File: src/rtl/ddr_lane_read_training_ctrl.sv
// Read-training controller for one DDR4 byte lane: sweeps IOD taps, finds the widest passing
// window per DQ bit and walks each bit back to its window centre. Optional: READ_TRAINING_EYE_MONITOR_EN.
module ddr_lane_read_training_ctrl #(
    parameter int unsigned NUM_DQ        = 8,
    parameter int unsigned DATA_WIDTH    = 8,
    parameter int unsigned TAP_BITS      = 7,
    parameter int unsigned MAX_TAPS      = 128,
    parameter int unsigned SETTLE_CYCLES = 4,
    parameter int unsigned SAMPLE_CYCLES = 16,
    parameter logic [DATA_WIDTH-1:0] PATTERN = 8'h55
) (
    input  logic                         FAB_CLK,
    input  logic                         RX_SYNC_RST,
    input  logic                         TRAIN_START,
    input  logic [NUM_DQ*DATA_WIDTH-1:0] RX_DATA,
    input  logic [NUM_DQ-1:0]            DELAY_LINE_OUT_OF_RANGE,
    output logic [NUM_DQ-1:0]            DELAY_LINE_LOAD,
    output logic [NUM_DQ-1:0]            DELAY_LINE_MOVE,
    output logic [NUM_DQ-1:0]            DELAY_LINE_DIRECTION,
    output logic                         TRAIN_BUSY,
    output logic                         TRAIN_DONE,
    output logic [NUM_DQ-1:0]            TRAIN_ERR,
`ifdef READ_TRAINING_EYE_MONITOR_EN
    input  logic [NUM_DQ-1:0]            EYE_MONITOR_EARLY,
    input  logic [NUM_DQ-1:0]            EYE_MONITOR_LATE,
    output logic [NUM_DQ-1:0]            EYE_MONITOR_CLEAR_FLAGS,
`endif
    output logic [NUM_DQ*TAP_BITS-1:0]   CENTER_TAP
);

    localparam int unsigned LEN_W   = TAP_BITS + 1;
    localparam int unsigned CNT_MAX = (SETTLE_CYCLES > SAMPLE_CYCLES) ? SETTLE_CYCLES : SAMPLE_CYCLES;
    localparam int unsigned CNT_W   = $clog2(CNT_MAX + 1);

    typedef enum logic [3:0] {
        S_IDLE, S_LOAD, S_SETTLE, S_SAMPLE, S_RECORD,
        S_STEP, S_CENTER, S_WALK, S_GAP, S_DONE
    } state_e;

    state_e              state_q, state_d;
    logic [CNT_W-1:0]    cnt_q, cnt_d;
    logic [TAP_BITS-1:0] tap_q, tap_d;
    logic [NUM_DQ-1:0]   pass_q, pass_d;
    logic [NUM_DQ-1:0]   err_q, err_d;
    logic [TAP_BITS-1:0] run_start_q [NUM_DQ];
    logic [TAP_BITS-1:0] run_start_d [NUM_DQ];
    logic [LEN_W-1:0]    run_len_q   [NUM_DQ];
    logic [LEN_W-1:0]    run_len_d   [NUM_DQ];
    logic [TAP_BITS-1:0] best_start_q[NUM_DQ];
    logic [TAP_BITS-1:0] best_start_d[NUM_DQ];
    logic [LEN_W-1:0]    best_len_q  [NUM_DQ];
    logic [LEN_W-1:0]    best_len_d  [NUM_DQ];
    logic [TAP_BITS-1:0] centre_q    [NUM_DQ];
    logic [TAP_BITS-1:0] centre_d    [NUM_DQ];
    logic [TAP_BITS-1:0] cur_tap_q   [NUM_DQ];
    logic [TAP_BITS-1:0] cur_tap_d   [NUM_DQ];

    logic [NUM_DQ-1:0]   load_q, load_d;
    logic [NUM_DQ-1:0]   move_q, move_d;
    logic [NUM_DQ-1:0]   dir_q, dir_d;
    logic                busy_q, busy_d;
    logic                done_q, done_d;
    logic [NUM_DQ-1:0]   clear_q, clear_d;

    logic [NUM_DQ-1:0]   match_c;
    logic [LEN_W-1:0]    new_len;
    logic [TAP_BITS-1:0] new_start;
    logic                all_at;

    // Per-bit sample qualifier: pattern match, optionally gated by the eye-monitor flags
    always_comb begin
        for (int i = 0; i < NUM_DQ; i++) begin
`ifdef READ_TRAINING_EYE_MONITOR_EN
            match_c[i] = (RX_DATA[i*DATA_WIDTH +: DATA_WIDTH] == PATTERN)
                         && !EYE_MONITOR_EARLY[i] && !EYE_MONITOR_LATE[i];
`else
            match_c[i] = (RX_DATA[i*DATA_WIDTH +: DATA_WIDTH] == PATTERN);
`endif
        end
    end

    always_comb begin
        state_d   = state_q;
        cnt_d     = cnt_q;
        tap_d     = tap_q;
        pass_d    = pass_q;
        err_d     = err_q;
        new_len   = '0;
        new_start = '0;
        all_at    = 1'b1;
        load_d    = '0;
        move_d    = '0;
        dir_d     = '0;
        clear_d   = '0;
        for (int i = 0; i < NUM_DQ; i++) begin
            run_start_d[i]  = run_start_q[i];
            run_len_d[i]    = run_len_q[i];
            best_start_d[i] = best_start_q[i];
            best_len_d[i]   = best_len_q[i];
            centre_d[i]     = centre_q[i];
            cur_tap_d[i]    = cur_tap_q[i];
        end

        case (state_q)
            S_IDLE, S_DONE: begin
                if (TRAIN_START) state_d = S_LOAD;
            end
            S_LOAD: begin
                tap_d = '0;
                cnt_d = '0;
                err_d = '0;
                for (int i = 0; i < NUM_DQ; i++) begin
                    run_start_d[i]  = '0;
                    run_len_d[i]    = '0;
                    best_start_d[i] = '0;
                    best_len_d[i]   = '0;
                    centre_d[i]     = '0;
                end
                state_d = S_SETTLE;
            end
            S_SETTLE: begin
                if (cnt_q == CNT_W'(SETTLE_CYCLES - 1)) begin
                    cnt_d   = '0;
                    pass_d  = '1;
                    state_d = S_SAMPLE;
                end else begin
                    cnt_d = cnt_q + CNT_W'(1);
                end
            end
            S_SAMPLE: begin
                pass_d = pass_q & match_c;
                if (cnt_q == CNT_W'(SAMPLE_CYCLES - 1)) begin
                    cnt_d   = '0;
                    state_d = S_RECORD;
                end else begin
                    cnt_d = cnt_q + CNT_W'(1);
                end
            end
            S_RECORD: begin
                // Extend or break the current run; strictly-longer runs replace best, so ties keep the earlier window
                for (int i = 0; i < NUM_DQ; i++) begin
                    if (pass_q[i]) begin
                        new_start = (run_len_q[i] == '0) ? tap_q : run_start_q[i];
                        new_len   = run_len_q[i] + LEN_W'(1);
                    end else begin
                        new_start = run_start_q[i];
                        new_len   = '0;
                    end
                    run_start_d[i] = new_start;
                    run_len_d[i]   = new_len;
                    if (new_len > best_len_q[i]) begin
                        best_start_d[i] = new_start;
                        best_len_d[i]   = new_len;
                    end
                end
                if ((tap_q == TAP_BITS'(MAX_TAPS - 1)) || (|DELAY_LINE_OUT_OF_RANGE)) state_d = S_CENTER;
                else                                                                  state_d = S_STEP;
            end
            S_STEP: begin
                tap_d   = tap_q + TAP_BITS'(1);
                state_d = S_SETTLE;
            end
            S_CENTER: begin
                for (int i = 0; i < NUM_DQ; i++) begin
                    cur_tap_d[i] = tap_q;
                    if (best_len_q[i] == '0) begin
                        err_d[i]    = 1'b1;
                        centre_d[i] = '0;
                    end else begin
                        centre_d[i] = best_start_q[i]
                                    + TAP_BITS'((best_len_q[i] - LEN_W'(1)) >> 1);
                    end
                end
                state_d = S_WALK;
            end
            S_WALK: begin
                for (int i = 0; i < NUM_DQ; i++) begin
                    if (cur_tap_q[i] > centre_q[i]) cur_tap_d[i] = cur_tap_q[i] - TAP_BITS'(1);
                end
                state_d = S_GAP;
            end
            S_GAP: begin
                for (int i = 0; i < NUM_DQ; i++) begin
                    if (cur_tap_q[i] != centre_q[i]) all_at = 1'b0;
                end
                state_d = all_at ? S_DONE : S_WALK;
            end
            default: state_d = S_IDLE;
        endcase

        // Outputs are registered, so decode them from the state being entered
        case (state_d)
            S_LOAD: load_d = '1;
            S_STEP: begin
                move_d = '1;
                dir_d  = '1;
            end
            S_WALK: begin
                for (int i = 0; i < NUM_DQ; i++) move_d[i] = (cur_tap_d[i] > centre_d[i]);
            end
            S_SETTLE: begin
                if (state_q == S_LOAD || state_q == S_STEP) clear_d = '1;
            end
            default: ;
        endcase
        busy_d = (state_d != S_IDLE) && (state_d != S_DONE);
        done_d = (state_d == S_DONE);
    end

    always_ff @(posedge FAB_CLK) begin
        if (RX_SYNC_RST) begin
            state_q <= S_IDLE;
            cnt_q   <= '0;
            tap_q   <= '0;
            pass_q  <= '0;
            err_q   <= '0;
            load_q  <= '0;
            move_q  <= '0;
            dir_q   <= '0;
            busy_q  <= 1'b0;
            done_q  <= 1'b0;
            clear_q <= '0;
            for (int i = 0; i < NUM_DQ; i++) begin
                run_start_q[i]  <= '0;
                run_len_q[i]    <= '0;
                best_start_q[i] <= '0;
                best_len_q[i]   <= '0;
                centre_q[i]     <= '0;
                cur_tap_q[i]    <= '0;
            end
        end else begin
            state_q <= state_d;
            cnt_q   <= cnt_d;
            tap_q   <= tap_d;
            pass_q  <= pass_d;
            err_q   <= err_d;
            load_q  <= load_d;
            move_q  <= move_d;
            dir_q   <= dir_d;
            busy_q  <= busy_d;
            done_q  <= done_d;
            clear_q <= clear_d;
            for (int i = 0; i < NUM_DQ; i++) begin
                run_start_q[i]  <= run_start_d[i];
                run_len_q[i]    <= run_len_d[i];
                best_start_q[i] <= best_start_d[i];
                best_len_q[i]   <= best_len_d[i];
                centre_q[i]     <= centre_d[i];
                cur_tap_q[i]    <= cur_tap_d[i];
            end
        end
    end

    assign DELAY_LINE_LOAD      = load_q;
    assign DELAY_LINE_MOVE      = move_q;
    assign DELAY_LINE_DIRECTION = dir_q;
    assign TRAIN_BUSY           = busy_q;
    assign TRAIN_DONE           = done_q;
    assign TRAIN_ERR            = err_q;
`ifdef READ_TRAINING_EYE_MONITOR_EN
    assign EYE_MONITOR_CLEAR_FLAGS = clear_q;
`endif

    for (genvar g = 0; g < NUM_DQ; g++) begin : g_ctap
        assign CENTER_TAP[g*TAP_BITS +: TAP_BITS] = centre_q[g];
    end

endmodule
File: config.mk
export PLATFORM = sky130hd
export DESIGN_NAME = ddr_lane_read_training_ctrl
export DESIGN_NICKNAME = d
export VERILOG_FILES = /design/src/rtl/ddr_lane_read_training_ctrl.sv
export SDC_FILE = /design/constraint.sdc
export NUM_CORES = 1
export LEC_CHECK = 0
export ABC_CLOCK_PERIOD_IN_PS = 4000
export CAP_MARGIN = 40
export CORE_ASPECT_RATIO = 0.5
export CORE_UTILIZATION = 39
export CTS_CLUSTER_DIAMETER = 100
export DETAILED_ROUTE_END_ITERATION = 10
export MAX_ROUTING_LAYER = met4
export PLACE_DENSITY = 0.58
export REMOVE_ABC_BUFFERS = 1
export SYNTH_ARGS = -nofsm -noshare
export SYNTH_HDL_FRONTEND = slang
export SYNTH_SLANG_ARGS = --single-unit
File: constraint.sdc
create_clock -name FAB_CLK -period 4 [get_ports FAB_CLK]
set_input_delay 0.6 -clock FAB_CLK [delete_from_list [all_inputs] [get_ports FAB_CLK]]
set_output_delay 0.6 -clock FAB_CLK [all_outputs]
set_load 0.005 [all_outputs]
==> results of run 1 <==
[synthesized netlist by cell type, types with 17 or more instances]
cell	n
nand3_1	79
xnor2_1	112
ha_1	268
nor3_1	25
xor2_1	36
o22ai_1	22
dfxtp_1	396
inv_1	205
a21oi_1	250
nand2_1	118
and2_1	137
and3_1	34
o21ai_0	69
nor4_1	28
a22oi_1	58
o21a_1	21
clkbuf_1	92
a211oi_1	18
nor2_1	501
nor2b_1	27
mux2i_1	192
or3_1	18
nand4_1	41
buf_2	29
a31oi_1	17
a21o_1	35
[state kept, by name, summed over array words and instances, names as in the netlist]
name	count
cnt_q	5
tap_q	7
best_start_q	56
cur_tap_q	56
pass_q	8
DELAY_LINE_MOVE	8
DELAY_LINE_LOAD	1
TRAIN_ERR	8
run_start_q	56
TRAIN_DONE	1
best_len_q	64
centre_q	56
run_len_q	64
DELAY_LINE_DIRECTION	1
state_q	4
TRAIN_BUSY	1
[per-layer routing]
layer | global-route usage, % | vias to the layer above
li1 | - | 10750
met1 | 28.12 | 9995
met2 | 34.71 | 386
met3 | 2.618 | 104
met4 | 5.797 | 0
met5 | - | -
[cell type report]
type / instances / area share, %
Antenna cell: 1 / 0.008612
Multi-Input combinational cell: 2290 / 54.42
Timing Repair Buffer: 203 / 6.872
Tap cell: 837 / 3.604
Inverter: 205 / 2.648
Clock inverter: 17 / 0.8396
Clock buffer: 58 / 4.319
Sequential cell: 396 / 27.29
[metrics by stage]
stage	instance area (sq um)	cells	total power [uW]	utilization (%)	worst slack [ns]
2_1_floorplan	24480	2891	4233	-	-2.288
3_3_place_gp	27540	3930	4478	43.42	0.5984
3_5_place_dp	27560	3931	4482	43.44	0.5575
4_1_cts	29060	4006	8786	45.80	0.5389
5_1_grt	29060	4007	8993	45.81	0.2045
6_report	29060	4007	8688	45.81	0.4924
[worst register-to-register path, stage by stage (launching register included)]
cell and delay, ns:
dfxtp_1 0.43, and2b_4 0.24, nand2_2 0.22, nor2_2 0.09, nor2_4 0.73, buf_4 0.34
a22oi_1 0.13, ha_1 0.35, a21o_1 0.16, a21oi_1 0.14, o21ai_0 0.10, a21oi_1 0.15
nor2b_1 0.06, o22ai_1 0.12, o21ai_0 0.09
[power by group]
group | switching (uW) | internal (uW)
combinational | 269 | 167
sequential | 9.39 | 3950
clock | 1720 | 2580
total | 1990 | 6690
[cell usage in the layout (no fill, tap or decap), types with 14 or more instances in the layout]
cell type / count
nor2b_1: 27
a21oi_1: 250
buf_4: 34
nor3_1: 25
clkdlybuf4s50_1: 163
mux2i_1: 192
inv_1: 205
or3_1: 18
dfxtp_1: 395
a21o_1: 35
a211oi_1: 18
o21ai_0: 69
nor4_1: 28
xnor2_1: 112
o21a_1: 21
and2_1: 137
nand2_1: 117
clkbuf_16: 45
nand4_1: 41
ha_1: 268
nor4bb_1: 16
o22ai_1: 22
a22oi_1: 58
a31oi_1: 17
xor2_1: 36
nand3_1: 78
o21bai_1: 16
and3_1: 34
mux2_2: 14
nor2_1: 499
[worst paths after layout]
check | start | to | slack (ns) | cells past startpoint
max | state_q[3] | DELAY_LINE_MOVE[6] | 0.49 | 14
min | RX_SYNC_RST | DELAY_LINE_LOAD[6] | 0.49 | 4
max reg2reg | state_q[3] | DELAY_LINE_MOVE[6] | 0.49 | 14
min reg2reg | run_start_q[0][26] | run_start_q[0][26] | 0.49 | 2
[logic make-up after synthesis]
family	Yosys count	share of synthesized area, %
AND/OR/NAND/NOR	1069	20.31
adder cells (fa/ha/maj)	276	13.95
buffers and inverters	351	5.853
flip-flops	396	31.48
AO/OA/AOI/OAI	591	15.00
multiplexers	206	8.258
XOR/XNOR	148	5.148
==> results.yml, run 1 <==
outcome:
  outcome: "finished, final reports clean"
floorplan:
  coreArea_sq_um: 63440
  dieArea_sq_um: 65650
  initial_core_util_pct: 39.69
  ioPinCount: 165
  num_rows: 65
  dieWidth_um: 361.3
  die_y_um: 181.7
sta:
  finalSetupTns_ns: 0
  slew_viol_final: 0
  setup_viol: 0
  grt_setup_unrepaired: "false"
  slew_headroom_pct: 9.896
  timing.fmax_mhz: 285.1
  worst_pin_slew_ns: 1.352
  final.min_clock_period_ns: 3.508
  finalCritPeriodShare_pct: 87.69
  fin_skew_ns: 0.01197
  hold_ws_ns: 0.4870
  hold_violations: 0
worst_setup_path:
  path_class: "reg -> reg"
  path_max_fanout: 30
  start_kind: "register"
  crit_chain: "and2b_4 -> nand2_2 -> nor2_2 -> nor2_4 -> buf_4 -> a22oi_1 -> ha_1 -> a21o_1 -> a21oi_1 -> o21ai_0 -> a21oi_1 -> nor2b_1 -> o22ai_1 -> o21ai_0"
  arrival_ns: 3.91
  path_delay_family: "simple AND/OR/NAND/NOR gates"
  slowest_delay_ns: 0.73
  crit_buf_inv: 1
  required_ns: 4.40
  cp_slowest_cell: "nor2_4"
  end_kind: "register"
clock_network:
  clkSinkCount: 396
  cts_resized: 0
  post_cts_buffers: 0
  cts-root-buf: "clkbuf_16"
  cts.clk_slew.worst_paths_ns: 0.07
  insertion_delay_ns: 0.56
  numCtsBuffers: 42
  cts_tree: "yes"
  clk_path_buf_depth: 3
  htreeDepth: 2
  postCtsHoldBufs: 0
logic_synthesis:
  yosysUniqueCellTypes: 75
  synthCells: 3037
  netlist_top_cells_area: "dfxtp_1 (31%), ha_1 (13%), mux2i_1 (7.6%)"
  yosysTopAreaCell: "dfxtp_1"
  synth-main-ff-cell: "dfxtp_1"
  ys_ff_latch: 396
  synth_edf_count: 0
  synth.yosys.seq_area_share_pct: 31.48
  async_flop_share_pct: 0
  syn_area_sq_um: 25180
  yosys_warnings: 0
  avgSynthCellArea_sq_um: 8.291
  synth_top_area_share_pct: 31.48
detailed_routing:
  antenna_left: 0
  drt-met1-wl_um: 33000
  detail_route.iter0.violations: 1244
  routed.top_layer: "met4"
  routed_via_density: 5.299
  routed_wl_um: 68860
  wire_per_inst_um: 17.19
  vias: 21230
  route.detailed.drc: 0
  dr_wl_met3_um: 2806
  met2_length_um: 31260
  firstDrtPassIters: 5
placed_design:
  numPortBuffers: 164
  place_congestion: 0.8948
  hpwl_um: 49180
min_path:
  hold_path_class: "in -> reg"
global_routing:
  antenna_found_initial: 1
  track_usage_pct: 21.41
  grt_max_degree: 205
  grt-ovfl-total: 0
  grt_pass1_vias: 20440
  grt_pass1_wl_um: 110900
finish:
  fillCellCount: 6209
  multiInputGateArea_sq_um: 15810
  nNetsFinal: 3489
  syn2layout_area_growth_pct: 15.40
  regArea_sq_um: 7929
  drive_gt1_share_pct: 5.207
flow_run:
  max_cap_violations: 0
power_and_ir_drop:
  ir_drop_uv: 233.8
  power.leakage_uw: 0.01204
  p_per_area_nw_per_um2: 299.0
Note: power is estimated with default switching activity, not from simulation.
==> run 2, diff against run 1 <==
--- a/config.mk
+++ b/config.mk
@@ -9,7 +9,7 @@
 export CAP_MARGIN = 40
 export CORE_ASPECT_RATIO = 0.5
 export CORE_UTILIZATION = 39
-export CTS_CLUSTER_DIAMETER = 100
+export CTS_CLUSTER_DIAMETER = 60
 export DETAILED_ROUTE_END_ITERATION = 10
 export MAX_ROUTING_LAYER = met4
 export PLACE_DENSITY = 0.58
==> run 2 against run 1 <==
Net effect:
- first-iteration DRC count is 6.6% higher
- sequential power hardly changed
- core utilization is 0.21 points lower
- routed wire length hardly changed
- flip-flop and latch count stayed put
- clock skew is 0.0041 ns lower
- largest cell class unchanged
- highest routed layer unchanged
- via count hardly changed
- critical path type unchanged
- worst setup slack better by 0.0017 ns
- final cell count hardly changed
- critical endpoint unchanged
==> results.yml, run 2 (same netlist as run 1, synthesis figures left out) <==
detailed_routing:
  wire_per_inst_um: 17.20
  route.detailed.drc: 0
  routed_wl_um: 68900
  detail_route.iter0.violations: 1326
  vias: 21220
  antenna_left: 0
  firstDrtPassIters: 5
  routed_via_density: 5.299
floorplan:
  num_rows: 65
  dieArea_sq_um: 65650
  ioPinCount: 165
  dieWidth_um: 361.3
  initial_core_util_pct: 39.69
  die_y_um: 181.7
  coreArea_sq_um: 63440
clock_network:
  clk_path_buf_depth: 3
  cts-root-buf: "clkbuf_16"
  numCtsBuffers: 43
  cts_tree: "yes"
  postCtsHoldBufs: 0
  cts.clk_slew.worst_paths_ns: 0.06
  insertion_delay_ns: 0.55
  post_cts_buffers: 0
  htreeDepth: 2
  clkSinkCount: 396
  cts_resized: 0
global_routing:
  busiest_layer: "met2"
  grt_max_degree: 205
  use_met3_pct: 2.618
  met1_usage_pct: 28.10
  use_met2_pct: 34.65
  grt_pass1_wl_um: 110800
  track_usage_pct: 21.34
  grt-ovfl-total: 0
  grt_pass1_vias: 20450
  antenna_found_initial: 2
worst_setup_path:
  path_class: "reg -> reg"
  required_ns: 4.40
  arrival_ns: 3.90
  path_max_fanout: 30
  start_kind: "register"
  cp_slowest_cell: "nor2_4"
  crit_chain: "and2b_4 -> nand2_2 -> nor2_2 -> nor2_4 -> buf_4 -> a22oi_1 -> ha_1 -> a21o_1 -> a21oi_1 -> o21ai_0 -> a21oi_1 -> nor2b_1 -> o22ai_1 -> o21ai_0"
  slowest_delay_ns: 0.73
  end_kind: "register"
power_and_ir_drop:
  finalPower_uw: 8369
  ir_drop_uv: 287.2
  power.leakage_uw: 0.01197
  p_per_area_nw_per_um2: 289.3
min_path:
  hold_path_class: "in -> reg"
sta:
  finalSetupTns_ns: 0
  slew_viol_final: 0
  grt_setup_unrepaired: "false"
  setup_viol: 0
  finalCritPeriodShare_pct: 87.65
  slew_headroom_pct: 28.49
  timing.fmax_mhz: 285.2
  hold_violations: 0
  fin_skew_ns: 0.007886
  worst_pin_slew_ns: 1.073
  final.min_clock_period_ns: 3.506
  hold_ws_ns: 0.4766
finish:
  top_regs: "best_len_q x64, run_len_q x64"
  nNetsFinal: 3490
  final_common_cell: "nor2_1"
  fin_area_sq_um: 28930
  syn2layout_area_growth_pct: 14.88
  layout_common_cells: "nor2_1 (499), dfxtp_1 (395), ha_1 (268)"
  drive_gt1_share_pct: 4.989
  postLayoutCoreUtil_pct: 45.60
flow_run:
  max_cap_violations: 0
placed_design:
  place_congestion: 0.8948
  hpwl_um: 49180
  placed_area_sq_um: 27560
  numPortBuffers: 164
outcome:
  outcome: "finished, final reports clean"
[run 2: cell types whose count changed in the layout (fill, tap and decap cells not counted), sizes merged]
cell      change
clkbuf        +3
clkinvlp      +1
clkinv        -2
bufinv        -4
[run 2: cell type report]
type | count | area [sq um]
diodes | 1 | 2.502
inverters | 205 | 769.5
well taps | 837 | 1047
clock buffers | 61 | 1246
clock inverters | 12 | 121.4
multi-input cells | 2290 | 15810
flip-flops and latches | 396 | 7929
repair buffers | 203 | 1997
fillers | 6245 | 34510
[run 2: worst paths after layout]
kind	startpoint	to	slack (ns)	cells after the start
setup / recovery	state_q[3]	DELAY_LINE_MOVE[6]	0.49	14
hold / removal	RX_SYNC_RST	DELAY_LINE_LOAD[6]	0.48	4
setup reg to reg	state_q[3]	DELAY_LINE_MOVE[6]	0.49	14
hold reg to reg	run_start_q[1][4]	run_start_q[1][4]	0.49	2
[run 2: power by group]
part           total, uW  internal (uW)  switching, uW
clock network       3980           2290           1690
logic                435            167            268
registers           3960           3950           9.47
total               8370           6410           1960
[run 2: layer usage]
metal / vias up / wire (um)
met2: 414 / 31190
met3: 106 / 3032
met1: 9946 / 32870
met5: - / 0
li1: 10760 / -
met4: 0 / 1800
[run 2: metrics by stage]
stage | setup WS (ns) | instances
floorplan | -2.288 | 2891
global placement | 0.5984 | 3930
detailed placement | 0.5575 | 3931
CTS | 0.5429 | 4004
global route | 0.2007 | 4005
finish | 0.4941 | 4005
[run 2: worst max-delay path, delay by kind of cell, from the launching register on]
kind	cells	cell delay, ns
compound gates	7	0.89
fa+ha+maj	1	0.35
buf+inv	1	0.33
flops	1	0.43
simple gates	5	1.34
==> run 3, diff against run 2 <==
--- a/config.mk
+++ b/config.mk
@@ -5,14 +5,16 @@
 export SDC_FILE = /design/constraint.sdc
 export NUM_CORES = 1
 export LEC_CHECK = 0
+export ABC_AREA = 1
 export ABC_CLOCK_PERIOD_IN_PS = 4000
 export CAP_MARGIN = 40
 export CORE_ASPECT_RATIO = 0.5
-export CORE_UTILIZATION = 39
+export CORE_UTILIZATION = 61
+export CTS_BUF_LIST = sky130_fd_sc_hd__clkbuf_16
 export CTS_CLUSTER_DIAMETER = 60
 export DETAILED_ROUTE_END_ITERATION = 10
 export MAX_ROUTING_LAYER = met4
-export PLACE_DENSITY = 0.58
+export PLACE_DENSITY = 0.83
 export REMOVE_ABC_BUFFERS = 1
 export SYNTH_ARGS = -nofsm -noshare
 export SYNTH_HDL_FRONTEND = slang
==> run 3 against run 2 <==
Net effect:
- die area decreased by 32%
- cell area is 2.7% higher
- clock skew is 0.0051 ns higher
- largest power group is now sequential cells
- area after synthesis increased by 5.9%
==> results.yml, run 3 <==
sta:
  finalSetupTns_ns: 0
  timing.fmax_mhz: 296.4
  worst_pin_slew_ns: 0.9551
  slew_viol_final: 0
  slew_headroom_pct: 36.32
  final.min_clock_period_ns: 3.373
  setup_viol: 0
  grt_setup_unrepaired: "false"
  fin_skew_ns: 0.01299
  finalCritPeriodShare_pct: 84.33
  hold_violations: 0
global_routing:
  grt_pass1_vias: 24030
  use_met3_pct: 3.847
  use_met2_pct: 55.51
  busiest_layer: "met2"
  grt-ovfl-total: 0
  met1_usage_pct: 43.60
  antenna_found_initial: 1
  grt_pass1_wl_um: 119200
  track_usage_pct: 33.55
  grt_max_degree: 110
logic_synthesis:
  post-synth-top-count-cell: "nand2_1"
  synthCells: 4018
  async_flop_share_pct: 0
  synth.yosys.seq_area_share_pct: 29.74
  synthTopCellsByCount: "nand2_1 (987), nor2_1 (529), inv_1 (499)"
  synth_edf_count: 0
  yosys_warnings: 0
  yosysUniqueCellTypes: 51
  synth-main-ff-cell: "dfxtp_1"
  ys_ff_latch: 396
  synth_top_area_share_pct: 29.74
  yosysTopAreaCell: "dfxtp_1"
  avgSynthCellArea_sq_um: 6.635
  netlist_top_cells_area: "dfxtp_1 (30%), nand2_1 (14%), ha_1 (13%)"
  syn_area_sq_um: 26660
min_path:
  hold_path_class: "reg -> reg"
  min-delay-start: "run_start_q[0][16]"
clock_network:
  cts-root-buf: "clkbuf_16"
  cts_resized: 0
  post_cts_buffers: 0
  clk_path_buf_depth: 3
  cts.clk_slew.worst_paths_ns: 0.07
  postCtsHoldBufs: 0
  insertion_delay_ns: 0.55
  clkSinkCount: 396
  htreeDepth: 2
  cts_tree: "yes"
  numCtsBuffers: 39
power_and_ir_drop:
  power.leakage_uw: 0.01382
  finalPower_uw: 10400
  p_per_area_nw_per_um2: 350.1
  ir_drop_uv: 277.6
worst_setup_path:
  crit-reg2reg-launch: "state_q[1]"
  worst-path-stages: 15
  crit_chain: "nor2_4 -> nand2_4 -> inv_4 -> nor2_4 -> inv_4 -> nand3_1 -> o21ai_1 -> inv_1 -> ha_1 -> inv_1 -> o31ai_1 -> nand4_1 -> a21oi_1 -> nand3_1 -> nand2_1"
  end_kind: "register"
  reg2reg_slack_ns: 0.63
  cp_slowest_cell: "inv_4"
  arrival_ns: 3.85
  r2r_cells: 15
  path_class: "reg -> reg"
  required_ns: 4.48
  endpoint: "DELAY_LINE_MOVE[0]"
  cp-startpoint: "state_q[1]"
  slowest_delay_ns: 0.53
  crit_buf_inv: 4
  start_kind: "register"
  path_delay_family: "buffers and inverters"
  path_max_fanout: 46
  r2r_end: "DELAY_LINE_MOVE[0]"
finish:
  drive_gt1_share_pct: 4.091
  layout_common_cells: "nand2_1 (987), nor2_1 (528), inv_1 (500)"
  nNetsFinal: 4454
  top_regs: "best_len_q x64, run_len_q x64"
  syn2layout_area_growth_pct: 11.47
  final_common_cell: "nand2_1"
  fillCellCount: 3717
  final_cells: 4708
  num_antenna_cells: 0
floorplan:
  ioPinCount: 165
  dieArea_sq_um: 44590
  initial_core_util_pct: 62.72
  num_rows: 53
  coreArea_sq_um: 42510
  die_y_um: 149.8
  dieWidth_um: 297.6
detailed_routing:
  wire_per_inst_um: 15.60
  routed_wl_um: 73470
  vias: 26000
  antenna_left: 0
  detail_route.iter0.violations: 2077
  route.detailed.drc: 0
  routed_via_density: 5.522
  firstDrtPassIters: 6
outcome:
  outcome: "finished, final reports clean"
placed_design:
  hpwl_um: 52750
  post-place-cells: 4639
  place_congestion: 0.9592
  numPortBuffers: 164
flow_run:
  max_cap_violations: 0
## run 3: cell count changes in the layout (fill, tap and decap cells not counted), sizes merged, moves of 24 or more
cell / before / now
nand2: 120 / 999
inv: 205 / 529
mux2i: 192 / 0
nand3: 79 / 232
and2: 139 / 3
o21ai: 74 / 205
a21oi: 259 / 366
xnor2: 112 / 22
a22oi: 58 / 3
nor2: 502 / 546
xor2: 36 / 71
and3: 34 / 0
nor2b: 27 / 0
nor3: 27 / 51
## run 3: final cells by class
type	count	area [sq um]	share of cell area, %
repair buffers	187	1871	6.295
multi-input cells	2953	15950	53.68
flip-flops and latches	396	7928	26.68
inverters	526	1984	6.678
clock inverters	30	282.8	0.9516
well taps	577	721.9	2.429
clock buffers	39	975.9	3.284
## run 3: cell families (layout without fill, tap and decap cells)
kind of cell    after synthesis  after routing  synth area share, %
simple gates               1913           1913                29.85
xor+xnor                     93             93                3.055
buf+inv                     669            782                10.45
compound gates              671            671                13.72
fa+ha+maj                   276            276                13.18
flops                       396            396                29.74
## run 3: power by group
| part | internal, uW | switching (uW) | total [uW] |
|---|---|---|---|
| clock network | 2110 | 1700 | 3810 |
| registers | 4070 | 121 | 4200 |
| logic | 825 | 1570 | 2390 |
## run 3: metrics by stage
step / area, sq um / hold WS [ns] / utilization [%] / setup WS (ns)
after floorplan: 25850 / 0.4361 / - / 0.2750
after global placement: 28400 / 0.4486 / 66.82 / 0.8653
after detailed placement: 28460 / 0.4526 / 66.95 / 0.8009
after CTS: 29720 / 0.4629 / 69.91 / 0.7002
after global routing: 29720 / 0.4734 / 69.91 / 0.4177
final: 29720 / 0.4616 / 69.91 / 0.6266
## run 3: routing by layer
metal  wire [um]  part of all wire, %
met4        1794                  2.4
met5           0                    0
met2       33520                   46
met1       33030                   45
met3        5123                  7.0
## run 3: how the worst min path moves through the flow
stage / end / slack (ns) / depth (start not counted)
after floorplan: run_start_q[0][13] / 0.44 / 2
after global placement: run_start_q[0][15] / 0.45 / 2
final: run_start_q[0][16] / 0.46 / 2
after global routing: run_start_q[1][15] / 0.47 / 2
after CTS: run_start_q[1][17] / 0.46 / 2
after detailed placement: run_start_q[0][17] / 0.45 / 2
## run 3: worst reg2reg max path, cell delays in order (launching register included)
cell and delay [ns]:
dfxtp_1 0.44, nor2_4 0.24, nand2_4 0.20, inv_4 0.38
nor2_4 0.10, inv_4 0.53, nand3_1 0.20, o21ai_1 0.13
inv_1 0.08, ha_1 0.30, inv_1 0.05, o31ai_1 0.24
nand4_1 0.11, a21oi_1 0.14, nand3_1 0.08, nand2_1 0.08
